### src/rtl/csc_pkg.sv
// Shared constants and types for the compressed-sparse-column row expander.
package csc_pkg;

  localparam int unsigned CSC_MAT_RANK = 256;
  localparam int unsigned CSC_DATA_W   = 32;
  localparam int unsigned CSC_MAX_NNZ  = 4;
  localparam int unsigned CSC_PTR_W    = 3;

  typedef enum logic {
    IDLE,
    STREAM
  } csc_state_e;

  // Number of stored entries encoded by the nnz4 flag.
  function automatic logic [CSC_PTR_W-1:0] csc_nnz_count(input logic nnz4);
    return nnz4 ? CSC_PTR_W'(4) : CSC_PTR_W'(2);
  endfunction

endpackage

### src/rtl/csc_idx_check.sv
// Strict-ordering check over the 2 or 4 active column indices of a compressed row.
module csc_idx_check
  import csc_pkg::*;
#(
  parameter int unsigned IDX_W = 8
) (
  input  logic             i_nnz4,
  input  logic [IDX_W-1:0] i_idx0,
  input  logic [IDX_W-1:0] i_idx1,
  input  logic [IDX_W-1:0] i_idx2,
  input  logic [IDX_W-1:0] i_idx3,
  output logic             o_err
);

  logic w_ord01;
  logic w_ord12;
  logic w_ord23;

  // Flag any non-increasing pair among the active entries.
  always_comb begin
    w_ord01 = i_idx0 < i_idx1;
    w_ord12 = i_idx1 < i_idx2;
    w_ord23 = i_idx2 < i_idx3;
    o_err   = !w_ord01 || (i_nnz4 && (!w_ord12 || !w_ord23));
  end

endmodule

### src/rtl/csc_row_expand.sv
// Expands one compressed row (2 or 4 nonzeros) into MAT_RANK dense beats, one per column.
module csc_row_expand
  import csc_pkg::*;
#(
  parameter int unsigned MAT_RANK = CSC_MAT_RANK,
  parameter int unsigned IDX_W    = $clog2(MAT_RANK)
) (
  input  logic                  clk,
  input  logic                  rst,
  input  logic                  in_vld,
  output logic                  in_rdy,
  input  logic                  in_nnz4,
  input  logic [IDX_W-1:0]      in_idx0,
  input  logic [IDX_W-1:0]      in_idx1,
  input  logic [IDX_W-1:0]      in_idx2,
  input  logic [IDX_W-1:0]      in_idx3,
  input  logic [CSC_DATA_W-1:0] in_val_i0,
  input  logic [CSC_DATA_W-1:0] in_val_i1,
  input  logic [CSC_DATA_W-1:0] in_val_i2,
  input  logic [CSC_DATA_W-1:0] in_val_i3,
  input  logic [CSC_DATA_W-1:0] in_val_r0,
  input  logic [CSC_DATA_W-1:0] in_val_r1,
  input  logic [CSC_DATA_W-1:0] in_val_r2,
  input  logic [CSC_DATA_W-1:0] in_val_r3,
  output logic                  out_vld,
  input  logic                  out_rdy,
  output logic [IDX_W-1:0]      out_idx,
  output logic [CSC_DATA_W-1:0] out_val_i,
  output logic [CSC_DATA_W-1:0] out_val_r,
  output logic                  out_last,
  output logic                  err
);

  localparam logic [IDX_W-1:0] LastCol = IDX_W'(MAT_RANK - 1);

  csc_state_e r_state;
  csc_state_e w_state_d;

  logic [IDX_W-1:0]      r_col;
  logic [CSC_PTR_W-1:0]  r_ptr;
  logic [CSC_PTR_W-1:0]  r_cnt;
  logic [IDX_W-1:0]      r_idx   [CSC_MAX_NNZ];
  logic [CSC_DATA_W-1:0] r_val_r [CSC_MAX_NNZ];
  logic [CSC_DATA_W-1:0] r_val_i [CSC_MAX_NNZ];
  logic                  r_err;

  logic       w_accept;
  logic       w_beat;
  logic       w_last;
  logic       w_hit;
  logic [1:0] w_sel;
  logic       w_idx_err;

  csc_idx_check #(
    .IDX_W (IDX_W)
  ) u_idx_check (
    .i_nnz4 (in_nnz4),
    .i_idx0 (in_idx0),
    .i_idx1 (in_idx1),
    .i_idx2 (in_idx2),
    .i_idx3 (in_idx3),
    .o_err  (w_idx_err)
  );

  // Handshake decode, hit detection and next-state selection.
  always_comb begin
    w_state_d = r_state;
    w_accept  = (r_state == IDLE) && in_vld;
    w_beat    = (r_state == STREAM) && out_rdy;
    w_last    = (r_col == LastCol);
    w_sel     = r_ptr[1:0];
    // The pointer never passes count, so it only addresses an unread entry when below it.
    w_hit     = (r_ptr < r_cnt) && (r_idx[w_sel] == r_col);
    unique case (r_state)
      IDLE:    if (w_accept) w_state_d = STREAM;
      STREAM:  if (w_beat && w_last) w_state_d = IDLE;
      default: w_state_d = IDLE;
    endcase
  end

  // State register; reset wins over any handshake.
  always_ff @(posedge clk) begin
    if (rst) begin
      r_state <= IDLE;
    end else begin
      r_state <= w_state_d;
    end
  end

  // Row capture at accept, then column/pointer advance on each accepted beat.
  always_ff @(posedge clk) begin
    if (rst) begin
      r_col <= '0;
      r_ptr <= '0;
      r_cnt <= '0;
      r_err <= 1'b0;
      for (int k = 0; k < CSC_MAX_NNZ; k++) begin
        r_idx[k]   <= '0;
        r_val_r[k] <= '0;
        r_val_i[k] <= '0;
      end
    end else begin
      r_err <= w_accept && w_idx_err;
      if (w_accept) begin
        r_col      <= '0;
        r_ptr      <= '0;
        r_cnt      <= csc_nnz_count(in_nnz4);
        r_idx[0]   <= in_idx0;
        r_idx[1]   <= in_idx1;
        r_idx[2]   <= in_idx2;
        r_idx[3]   <= in_idx3;
        r_val_r[0] <= in_val_r0;
        r_val_r[1] <= in_val_r1;
        r_val_r[2] <= in_val_r2;
        r_val_r[3] <= in_val_r3;
        r_val_i[0] <= in_val_i0;
        r_val_i[1] <= in_val_i1;
        r_val_i[2] <= in_val_i2;
        r_val_i[3] <= in_val_i3;
      end else if (w_beat) begin
        // Column wraps to 0 after the last beat, leaving out_idx clean in IDLE.
        r_col <= r_col + IDX_W'(1);
        if (w_hit) begin
          r_ptr <= r_ptr + CSC_PTR_W'(1);
        end
      end
    end
  end

  // Outputs depend only on registered state, so they hold while out_rdy is low.
  always_comb begin
    in_rdy    = (r_state == IDLE);
    out_vld   = (r_state == STREAM);
    out_idx   = r_col;
    out_last  = (r_state == STREAM) && w_last;
    out_val_r = '0;
    out_val_i = '0;
    if ((r_state == STREAM) && w_hit) begin
      out_val_r = r_val_r[w_sel];
      out_val_i = r_val_i[w_sel];
    end
    err = r_err;
  end

endmodule

### config.mk
export PLATFORM = sky130hd
export DESIGN_NAME = csc_row_expand
export DESIGN_NICKNAME = d
export VERILOG_FILES = /design/src/rtl/csc_pkg.sv /design/src/rtl/csc_idx_check.sv /design/src/rtl/csc_row_expand.sv
export SDC_FILE = /design/constraint.sdc
export NUM_CORES = 1
export LEC_CHECK = 0
export ABC_CLOCK_PERIOD_IN_PS = 27800
export BUFFER_PORTS_ARGS = -buffer_cell sky130_fd_sc_hd__buf_2
export CORE_UTILIZATION = 57
export DETAILED_ROUTE_END_ITERATION = 8
export PLACE_DENSITY = 0.84
export SYNTH_ARGS = -nofsm -noshare
export SYNTH_HDL_FRONTEND = slang
export SYNTH_SLANG_ARGS = --single-unit
### constraint.sdc
create_clock -name clk -period 27.8 [get_ports clk]
set_input_delay 2.78 -clock clk [delete_from_list [all_inputs] [get_ports clk]]
set_output_delay 2.78 -clock clk [all_outputs]
set_load 0.1 [all_outputs]
**Word level (Yosys, flattened, before mapping)**

Memory sizes are Yosys's and may differ from the RTL's. A register that Yosys moved wholly into a read port is not among the register bits.
Index checks and enable logic that the tools add are counted.

- Memories: 3
- Flip-flop bits (word level): 16
- Bits in latches: 0
- ROM bits: 0
- Word-level logic and storage cells: 72
- Memory bits (writable): 288

Memories:

| memory | depth | width | rd ports | clocked after memory_dff | wr ports | RTL line | text |
|---|---|---|---|---|---|---|---|
| r_val_i | 4 | 32 | 1 | 1 | 4 | csc_row_expand.sv:44 | `logic [CSC_DATA_W-1:0] r_val_i [CSC_MAX_NNZ];` |
| r_val_r | 4 | 32 | 1 | 1 | 4 | csc_row_expand.sv:43 | `logic [CSC_DATA_W-1:0] r_val_r [CSC_MAX_NNZ];` |
| r_idx | 4 | 8 | 1 | 1 | 4 | csc_row_expand.sv:42 | `logic [IDX_W-1:0] r_idx [CSC_MAX_NNZ];` |

- Eq/ne operators: 2
- $lt $le $gt $ge: 4
- $add $sub $neg: 2
- Shifts and indexed selects: 0
- Reductions and logical operators: 15
- Div/mod/pow operators: 0
- Multipliers: 0
- Bitwise operators: 13
- Multiplexer cells: 28

Operators by type and width:

| cell | number |
|---|---|
| $mux 32 | 10 |
| $mux 8 | 4 |
| $lt 8x8->1 | 3 |
| $mux 2 | 6 |
| $or 1x1->1 | 12 |
| $add 8x1->8 const B | 1 |
| $eq 8x8->1 | 1 |
| $eq 8x8->1 const B | 1 |
| $logic_and 1x1->1 | 8 |
| $mux 1 | 6 |
| $add 3x1->3 const B | 1 |
| $logic_not 1->1 | 3 |
| $lt 3x3->1 | 1 |
| $mux 3 | 1 |
| $logic_or 1x1->1 | 2 |
| $pmux 1 s2 | 1 |
| $reduce_and 2->1 | 1 |
| $reduce_or 2->1 | 1 |
| $not 1->1 | 1 |

**Depth between registers and ports, before layout**

Gate-level depths: netlist of run 1.

- Depth in word-level cells: 6
- Mapped depth: 8

**Modules after synthesis**

Synthesis of run 1 repeated with hierarchy kept, for this count alone.

- Cell total of the unflattened synthesis: 965
- Area total of the unflattened synthesis: 14,642.8 µm²

Modules (own cells, without submodules):

| module | instances | area each (µm²) | sequential area each (µm²) | cells each |
|---|---|---|---|---|
| csc_row_expand | 1 | 14,119.8 | 8,988.6 | 891 |
| csc_idx_check | 1 | 523.0 | 0.0 | 74 |

**Worst setup path before layout of run 1**

No wires, ideal clock.

- Path type: in2reg
- From: input in_vld
- To: memory r_idx[0][0], enable pin
- Setup time: 0.764 ns
- Data required time: 27.036 ns
- Buffers on the path: 1
- Slack: 15.977 ns
- Arrival time: 11.059 ns
- Stages on the path: 3
- Cells stage by stage: nand2_1 > nand2b_1 > clkbuf_1

RTL lines:

| what | RTL line | text |
|---|---|---|
| start, declared | csc_row_expand.sv:10 | `input logic in_vld,` |
| end, declared | csc_row_expand.sv:42 |  |

==> flow_summary.toml, run 1 <==
[outcome]
status = "finished clean"

[clock_tree]
cts_tree = "built"
numCtsBuffers = 30
max-clock-path-buffers = 3
post-cts-setup-buffer-count = 0
holdBufCountCts = 0
clock_sinks = 305
insertion_delay_ns = 0.54
clock-root-buffer = "clkbuf_16"
htreeDepth = 1
clk_pin_slew_ns = 0.06
cts-resized-gates = 0

[worst_setup_path]
critPathBufInv = 3
critPathKind = "flip-flop to primary output"
cp_slowest_cell = "buf_4"
worstPathMaxFanout = 47
crit_family = "buffers and inverters"
crit_chain = "buf_4, mux2_2, or3b_1, a21oi_1, or2_2, nand3_2, buf_4, nor2b_1, buf_2"
crit_top_cell = "buf_4"
worstPathRequired_ns = 25.02
worstSetupEndpointType = "primary output"
critical-path-max-stage-delay_ns = 0.67
startpoint_type = "flip-flop"
cp.arrival_ns = 4.82

[power]
irDropWorstVdd_v = 0.00004837
cellPowerDensity_mw_per_mm2 = 59.74
total_power_w = 0.001023
p_leak_nw = 7.128

[logic_synthesis]
synth_flop_cell = "edfxtp_1"
async_reset_ff_frac = 0
synth.top_cell.area_share = 0.6136
syn_inst = 951
synth_area_mm2 = 0.01409
synth_seq_cells = 305
netlist_top_cells_area = "edfxtp_1, and2_1, mux4_2, nor2b_1, dfxtp_1"
yosysTopAreaCell = "edfxtp_1"
syn_nets = 1268
yosysWarningCount = 0
ys_types = 43
synth_edf_count = 288
seq_area_frac_synth = 0.6378
avgSynthCellArea_um2 = 14.82

[job]
max_cap_violations = 0

[detailed_routing]
vias = 8868
detail-route-antenna-nets = 0
detail_route.first_pass.iterations = 5
wire_per_inst_um = 18.96
viasPerCell = 5.362
drt_iter0_markers = 619
routed_wl_um = 31370
drc = 0

[sta]
finClkSkew_ns = 0.009718
min_period_ns = 7.599
slew_headroom = 0.2416
min_period_over_period = 0.2734
finalHoldViolCount = 0
worstMarginPinSlew_ns = 1.138
setup_violations = 0
clock.fmax_mhz = 131.6
drv_slew = 0
fin_setup_tns_ns = 0
rsz0062_at_grt = "false"

[grt]
grt_antenna_before_repair = 11
grt_pass1_wl_um = 47380
grt_util_all_layers = 0.2447
overflow = 0
grt_pass1_vias = 8899
grt_max_degree = 143

[worst_hold_path]
hp-class = "flip-flop to flip-flop"

[floorplanning]
num_rows = 57
dieWidth_um = 159.2
die-area_mm2 = 0.02536
io_pins = 369
die_h_um = 159.2
core-area_mm2 = 0.02432
start_util = 0.5795

[layout]
nets = 1617
area_growth_pct = 21.52
drive_gt1_frac = 0.3788

[placed_design]
dp_hpwl_um = 21200
gp_congestion = 0.8521
io_buffer_count = 368
## final timing paths
path | end | slack [ns] | cells past startpoint | from
min reg2reg | r_cnt[2]$_SDFFE_PP0P_ | 0.51 | 2 | r_cnt[2]$_SDFFE_PP0P_
max reg2reg | r_val_i[2][3]$_SDFFCE_PN0P_ | 23.99 | 5 | out_vld$_SDFF_PP0_
min | r_cnt[2]$_SDFFE_PP0P_ | 0.51 | 2 | r_cnt[2]$_SDFFE_PP0P_
max | out_val_r[22] | 20.20 | 9 | flip-flop
## layout by cell type (no fill, tap or decap), types with 10 or more instances in the layout
cell and n:
a21oi_1 13, and2_1 268, buf_2 368, clkbuf_16 31, dfxtp_1 15, diode_2 10, edfxtp_1 288, ha_1 24
inv_1 25, mux4_2 67, nor2_1 35, nor2b_1 66
## synth_stat cells (2+ instances only)
cell type and count:
or3_1 5, xor2_1 6, ha_1 24, o21ai_0 6
nand3_1 5, nor2b_1 66, mux2i_1 6, nor2_1 36
xnor2_1 8, a211oi_1 3, inv_1 25, nand4_1 6
nand2b_1 5, mux4_2 67, nand2_1 7, clkbuf_1 56
nor3_1 2, a21oi_1 13, o21a_1 2, mux2_2 3
and2_1 268, or2_2 2, and3_1 2, o31ai_1 3
dfxtp_1 17, edfxtp_1 288, a21o_1 4
## flip-flops by register name (all words and copies together) (netlist names), named ones only
register and flops:
r_idx 32, err 1, r_val_r 128, r_val_i 128, out_idx 8, r_cnt 2
out_vld 1, r_ptr 3
## where the power goes
part	total, W	switching, W	internal, W
clock	0.000376	0.000160	0.000216
sequential	0.000558	0.0000114	0.000546
combinational	0.0000891	0.0000469	0.0000423
total	0.00102	0.000219	0.000805
## area by class of cell
cell class / instances / area (um2)
clock inverter: 13 / 86.33
timing repair buffer: 376 / 1902
tap: 324 / 405.4
clock buffer: 39 / 825.8
fill: 1656 / 7193
multi-input combinational: 562 / 4792
antenna: 10 / 25.02
inverter: 25 / 93.84
sequential: 305 / 8996
## routing by layer
metal	part of all wire	global-route usage
met4	0.028	0.09047
met5	0.00041	0
met2	0.51	0.4209
met1	0.39	0.3090
met3	0.075	0.04871
## worst register-to-register path, stage by stage (launching register included)
cell      delay (ns)
dfxtp_1         0.39
inv_1           0.12
nand2_1         0.18
nand2b_4        0.75
buf_4           0.98
buf_4           0.98
## metrics by stage
stage	hold WS [ns]	worst slack (ns)	area, um2	std cells	utilization
6_report	0.5087	20.20	17130	1654	0.7042
5_1_grt	0.5459	19.94	17120	1653	0.7041
4_1_cts	0.5046	20.15	17100	1644	0.7032
3_5_place_dp	0.4964	20.73	16190	1592	0.6657
3_3_place_gp	0.4855	20.87	16190	1592	0.6657
2_1_floorplan	0.4555	15.98	14090	951	-
## kinds of logic after synthesis
family,count (synthesis),synth area share
AND/OR/NAND/NOR,409,0.1745
flip-flops,305,0.6378
buffers and inverters,84,0.02326
multiplexers,77,0.1156
AO/OA/AOI/OAI,37,0.01767
adder cells (fa/ha/maj),24,0.02131
XOR/XNOR,15,0.009855
Note: power is estimated with default switching activity, not from simulation.
==> run 2, diff against run 1 <==
ABC_CLOCK_PERIOD_IN_PS = 6650   (was 27800)
CORE_UTILIZATION = 48   (was 57)
PLACE_DENSITY = 0.76   (was 0.84)
clock period = 6.65 ns   (was 27.8 ns; I/O delays follow)
==> run 2 against run 1 <==
Sequential cell count stayed put. First-iteration DRC count is 2.6% higher. Sequential power grew to 4.2 times the previous value. Setup slack worse by 18 ns. Via count is 2.0% lower. Register-to-register slack worse by 20 ns. Non-clock buffer count is 2 lower. Combinational power grew to 4.2 times the previous value. Critical path type unchanged. Highest routed layer unchanged.
==> flow_summary.toml, run 2 (synthesis results as in run 1) <==
[power]
cellPowerDensity_mw_per_mm2 = 258.4
p_leak_nw = 7.196
total_power_w = 0.004483
irDropWorstVdd_v = 0.0001751

[detailed_routing]
vias = 8688
drt_iter0_markers = 635
top_layer = "met5"
wl_met2_um = 16030
viasPerCell = 5.063
detail-route-antenna-nets = 0
drc = 0
met1Wirelength_um = 12160
met3WireLength_um = 2236
routed_wl_um = 31330
detail_route.first_pass.iterations = 4
wire_per_inst_um = 18.25

[layout]
mostFrequentLayoutCell = "buf_2"
top_regs = "r_val_i (128), r_val_r (128), r_idx (32)"
nets = 1619
layout_common_cells = "buf_2, edfxtp_1, and2_1"
fin_area_mm2 = 0.01735
drive_gt1_frac = 0.3819
area_growth_pct = 23.08

[floorplanning]
die_h_um = 173.4
num_rows = 62
start_util = 0.4897
dieWidth_um = 173.4
io_pins = 369
core-area_mm2 = 0.02878
die-area_mm2 = 0.03005

[placed_design]
io_buffer_count = 368
gp_congestion = 0.8450
dp_hpwl_um = 21480
dpl_cell_area_mm2 = 0.01627

[grt]
grt_util_all_layers = 0.2073
grt_max_degree = 191
grt_pass1_vias = 9004
overflow = 0
grt_antenna_before_repair = 12
grt_pass1_wl_um = 48130

[worst_setup_path]
cp.arrival_ns = 4.07
worstSetupEndpointType = "primary output"
worstPathMaxFanout = 64
r2r_setup_slack_ns = 3.95
startpoint_type = "flip-flop"
worstPathRequired_ns = 5.98
critPathKind = "flip-flop to primary output"

[sta]
clock.fmax_mhz = 211.2
min_period_over_period = 0.7119
worstMarginPinSlew_ns = 1.147
drv_slew = 0
fin_setup_tns_ns = 0
min_period_ns = 4.734
slew_headroom = 0.2357
setup_violations = 0
finalHoldViolCount = 0
rsz0062_at_grt = "false"
finClkSkew_ns = 0.02169

[outcome]
status = "finished clean"

[clock_tree]
clk_pin_slew_ns = 0.06
cts_tree = "built"
numCtsBuffers = 34
htreeDepth = 2
clock_sinks = 305
post-cts-setup-buffer-count = 0
cts-resized-gates = 0
max-clock-path-buffers = 3
holdBufCountCts = 0
clock-root-buffer = "clkbuf_16"
insertion_delay_ns = 0.50

[worst_hold_path]
hp-class = "input pin to flip-flop"

[job]
max_cap_violations = 0
[run 2: changes by cell type in the layout (fill, tap and decap cells not counted), sizes merged]
cell,change
diode,-3
buf,-2
clkbuf,+2
clkinv,+2
bufinv,+1
clkinvlp,+1
inv,+1
[run 2: area by class of cell]
cell class / instances / area [um2]
inverter: 25 / 93.84
antenna: 7 / 17.52
clock inverter: 18 / 141.4
sequential: 305 / 8996
clock buffer: 41 / 918.4
tap: 384 / 480.5
multi-input combinational: 562 / 4800
timing repair buffer: 374 / 1899
fill: 2332 / 11430
[run 2: routing by layer]
| metal | vias up | track usage |
|---|---|---|
| met5 | - | 0 |
| met1 | 4189 | 0.2488 |
| met4 | 6 | 0.07153 |
| met2 | 303 | 0.3608 |
| met3 | 62 | 0.05482 |
| li1 | 4128 | - |
[run 2: stage by stage]
stage	hold WS, ns	util	std cells	setup WS, ns
floorplan	0.4555	-	951	0.4239
global placement	0.4834	0.5653	1650	2.546
detailed placement	0.4859	0.5653	1650	2.394
CTS	0.4072	0.6021	1709	1.821
global route	0.4187	0.6026	1714	1.636
finish	0.4365	0.6027	1716	1.916
[run 2: path summary, 6_finish.rpt]
| check | startpoint | to | cells past startpoint |
|---|---|---|---|
| worst max-delay path | flip-flop | out_val_i[28] | 7 |
| worst min-delay path | rst | r_cnt[1]$_SDFFE_PP0P_ | 2 |
| worst max register to register | out_vld$_SDFF_PP0_ | r_val_r[2][14]$_SDFFCE_PN0P_ | 5 |
| worst min register to register | r_cnt[2]$_SDFFE_PP0P_ | r_cnt[2]$_SDFFE_PP0P_ | 2 |
[run 2: where the power goes]
part,leakage [nW],switching (W),internal [W]
Sequential,3.25,0.0000447,0.00228
Clock,0.529,0.000721,0.00106
Combinational,3.42,0.000196,0.000178
[run 2: worst max-delay path: stages (launching register included)]
cell     delay, ns
dfxtp_4       0.75
mux4_1        0.65
xnor2_1       0.15
and4_4        0.27
o211a_1       0.21
nand3_4       0.64
nor2b_1       0.37
buf_2         0.47
==> run 3, diff against run 2 <==
ABC_CLOCK_PERIOD_IN_PS = 4300   (was 6650)
clock period = 4.3 ns   (was 6.65 ns; I/O delays follow)
==> run 3 against run 2 <==
Power is 56% higher. Clock power is 58% higher. Routed wire length is 2.9% higher. Final cell count is 0.23% higher. Setup slack worse by 1.2 ns. Critical path depth is 1 higher. Worst hold slack worse by 0.31 ns. Combinational power is 57% higher. Global-route usage is 0.54 points higher. Core utilization is 3.5 points higher. Sequential cell count stayed put. Clock skew is 0.014 ns lower. Critical path type unchanged.
==> flow_summary.toml, run 3 (synthesis results as in run 1) <==
[clock_tree]
max-clock-path-buffers = 3
insertion_delay_ns = 0.55
clk_pin_slew_ns = 0.06
clock_sinks = 305
holdBufCountCts = 0
cts_tree = "built"
cts-resized-gates = 0
htreeDepth = 1
numCtsBuffers = 31
clock-root-buffer = "clkbuf_16"
post-cts-setup-buffer-count = 0

[power]
irDropWorstVdd_v = 0.0002946
cellPowerDensity_mw_per_mm2 = 381.2
total_power_w = 0.006998
p_leak_nw = 7.373

[detailed_routing]
wire_per_inst_um = 18.74
detail_route.first_pass.iterations = 6
detail-route-antenna-nets = 0
drt_iter0_markers = 658
viasPerCell = 5.142
vias = 8844
routed_wl_um = 32230
drc = 0

[sta]
worstMarginPinSlew_ns = 0.8618
slew_headroom = 0.4255
setup_violations = 0
min_period_ns = 3.611
clock.fmax_mhz = 276.9
min_period_over_period = 0.8398
fin_setup_tns_ns = 0
finClkSkew_ns = 0.008044
rsz0062_at_grt = "false"
drv_slew = 0
finalHoldViolCount = 0

[worst_setup_path]
worst-r2r-cell-count = 6
startpoint_type = "flip-flop"
critPathKind = "flip-flop to primary output"
r2r_setup_slack_ns = 1.85
worstPathRequired_ns = 3.87
worstSetupEndpointType = "primary output"
cp.arrival_ns = 3.18
worstPathMaxFanout = 31

[grt]
grt_pass1_wl_um = 49520
overflow = 0
grt_pass1_vias = 9117
grt_util_all_layers = 0.2127
grt_antenna_before_repair = 12
grt_max_degree = 269

[layout]
nets = 1619
top_regs = "r_val_i (128), r_val_r (128), r_idx (32)"
layout_common_cells = "buf_2, edfxtp_1, and2_1"
drive_gt1_frac = 0.3791
area_growth_pct = 30.26
mostFrequentLayoutCell = "buf_2"
fin_area_mm2 = 0.01836

[placed_design]
dpl_cell_area_mm2 = 0.01727
dp_hpwl_um = 22250
io_buffer_count = 368
gp_congestion = 0.8295

[floorplanning]
die_h_um = 173.4
io_pins = 369
dieWidth_um = 173.4
die-area_mm2 = 0.03005
start_util = 0.4897
core-area_mm2 = 0.02878
num_rows = 62

[job]
max_cap_violations = 0

[outcome]
status = "finished clean"

[worst_hold_path]
hold_depth = 2
hp-start = "rst"
holdPathEnd = "r_cnt[1]$_SDFFE_PP0P_"
hp-class = "input pin to flip-flop"
-- run 3: area by class of cell --
cell class / count / area [um2]
Antenna cell: 9 / 22.52
Clock buffer: 42 / 837.1
Clock inverter: 16 / 229.0
Fill cell: 2079 / 10420
Inverter: 25 / 93.84
Multi-Input combinational cell: 562 / 4792
Sequential cell: 305 / 8996
Tap cell: 384 / 480.5
Timing Repair Buffer: 377 / 2908
-- run 3: per-layer routing --
| layer | track usage | vias up | part of all wire |
|---|---|---|---|
| li1 | - | 4133 | - |
| met1 | 0.2607 | 4262 | 0.38 |
| met2 | 0.3794 | 366 | 0.52 |
| met3 | 0.03794 | 77 | 0.065 |
| met4 | 0.07043 | 6 | 0.027 |
| met5 | 0 | - | 0.0013 |
-- run 3: per-stage QoR --
step                std cells  setup slack, ns    util  hold slack, ns
floorplan                 951           0.1640       -          0.4555
global placement         1653            1.386  0.6001          0.4921
detailed placement       1653            1.302  0.6001          0.4960
CTS                      1711           0.6693  0.6371          0.1086
global route             1719           0.4897  0.6378          0.1262
finish                   1720           0.6890  0.6379          0.1300
-- run 3: worst max path at each step --
| stage | to | slack (ns) | depth (start not counted) |
|---|---|---|---|
| 2_1_floorplan | out_val_i[0] | 0.16 | 7 |
| 3_3_place_gp | out_val_i[15] | 1.39 | 8 |
| 3_5_place_dp | out_val_i[29] | 1.30 | 8 |
| 4_1_cts | out_val_i[5] | 0.67 | 8 |
| 5_1_grt | out_val_i[5] | 0.49 | 8 |
| 6_report | out_val_i[5] | 0.69 | 8 |
-- run 3: critical path: stages (launching register included) --
cell and delay (ns):
dfxtp_4 0.58, mux2_2 0.39, or3b_1 0.37, a21oi_1 0.19, or2_2 0.16, nand3_2 0.09, buf_4 0.27, nor2b_1 0.32
buf_12 0.22
-- run 3: power by group --
| group | switching, W | internal (W) |
|---|---|---|
| Sequential | 0.0000685 | 0.00353 |
| Combinational | 0.000305 | 0.000283 |
| Clock | 0.00110 | 0.00172 |
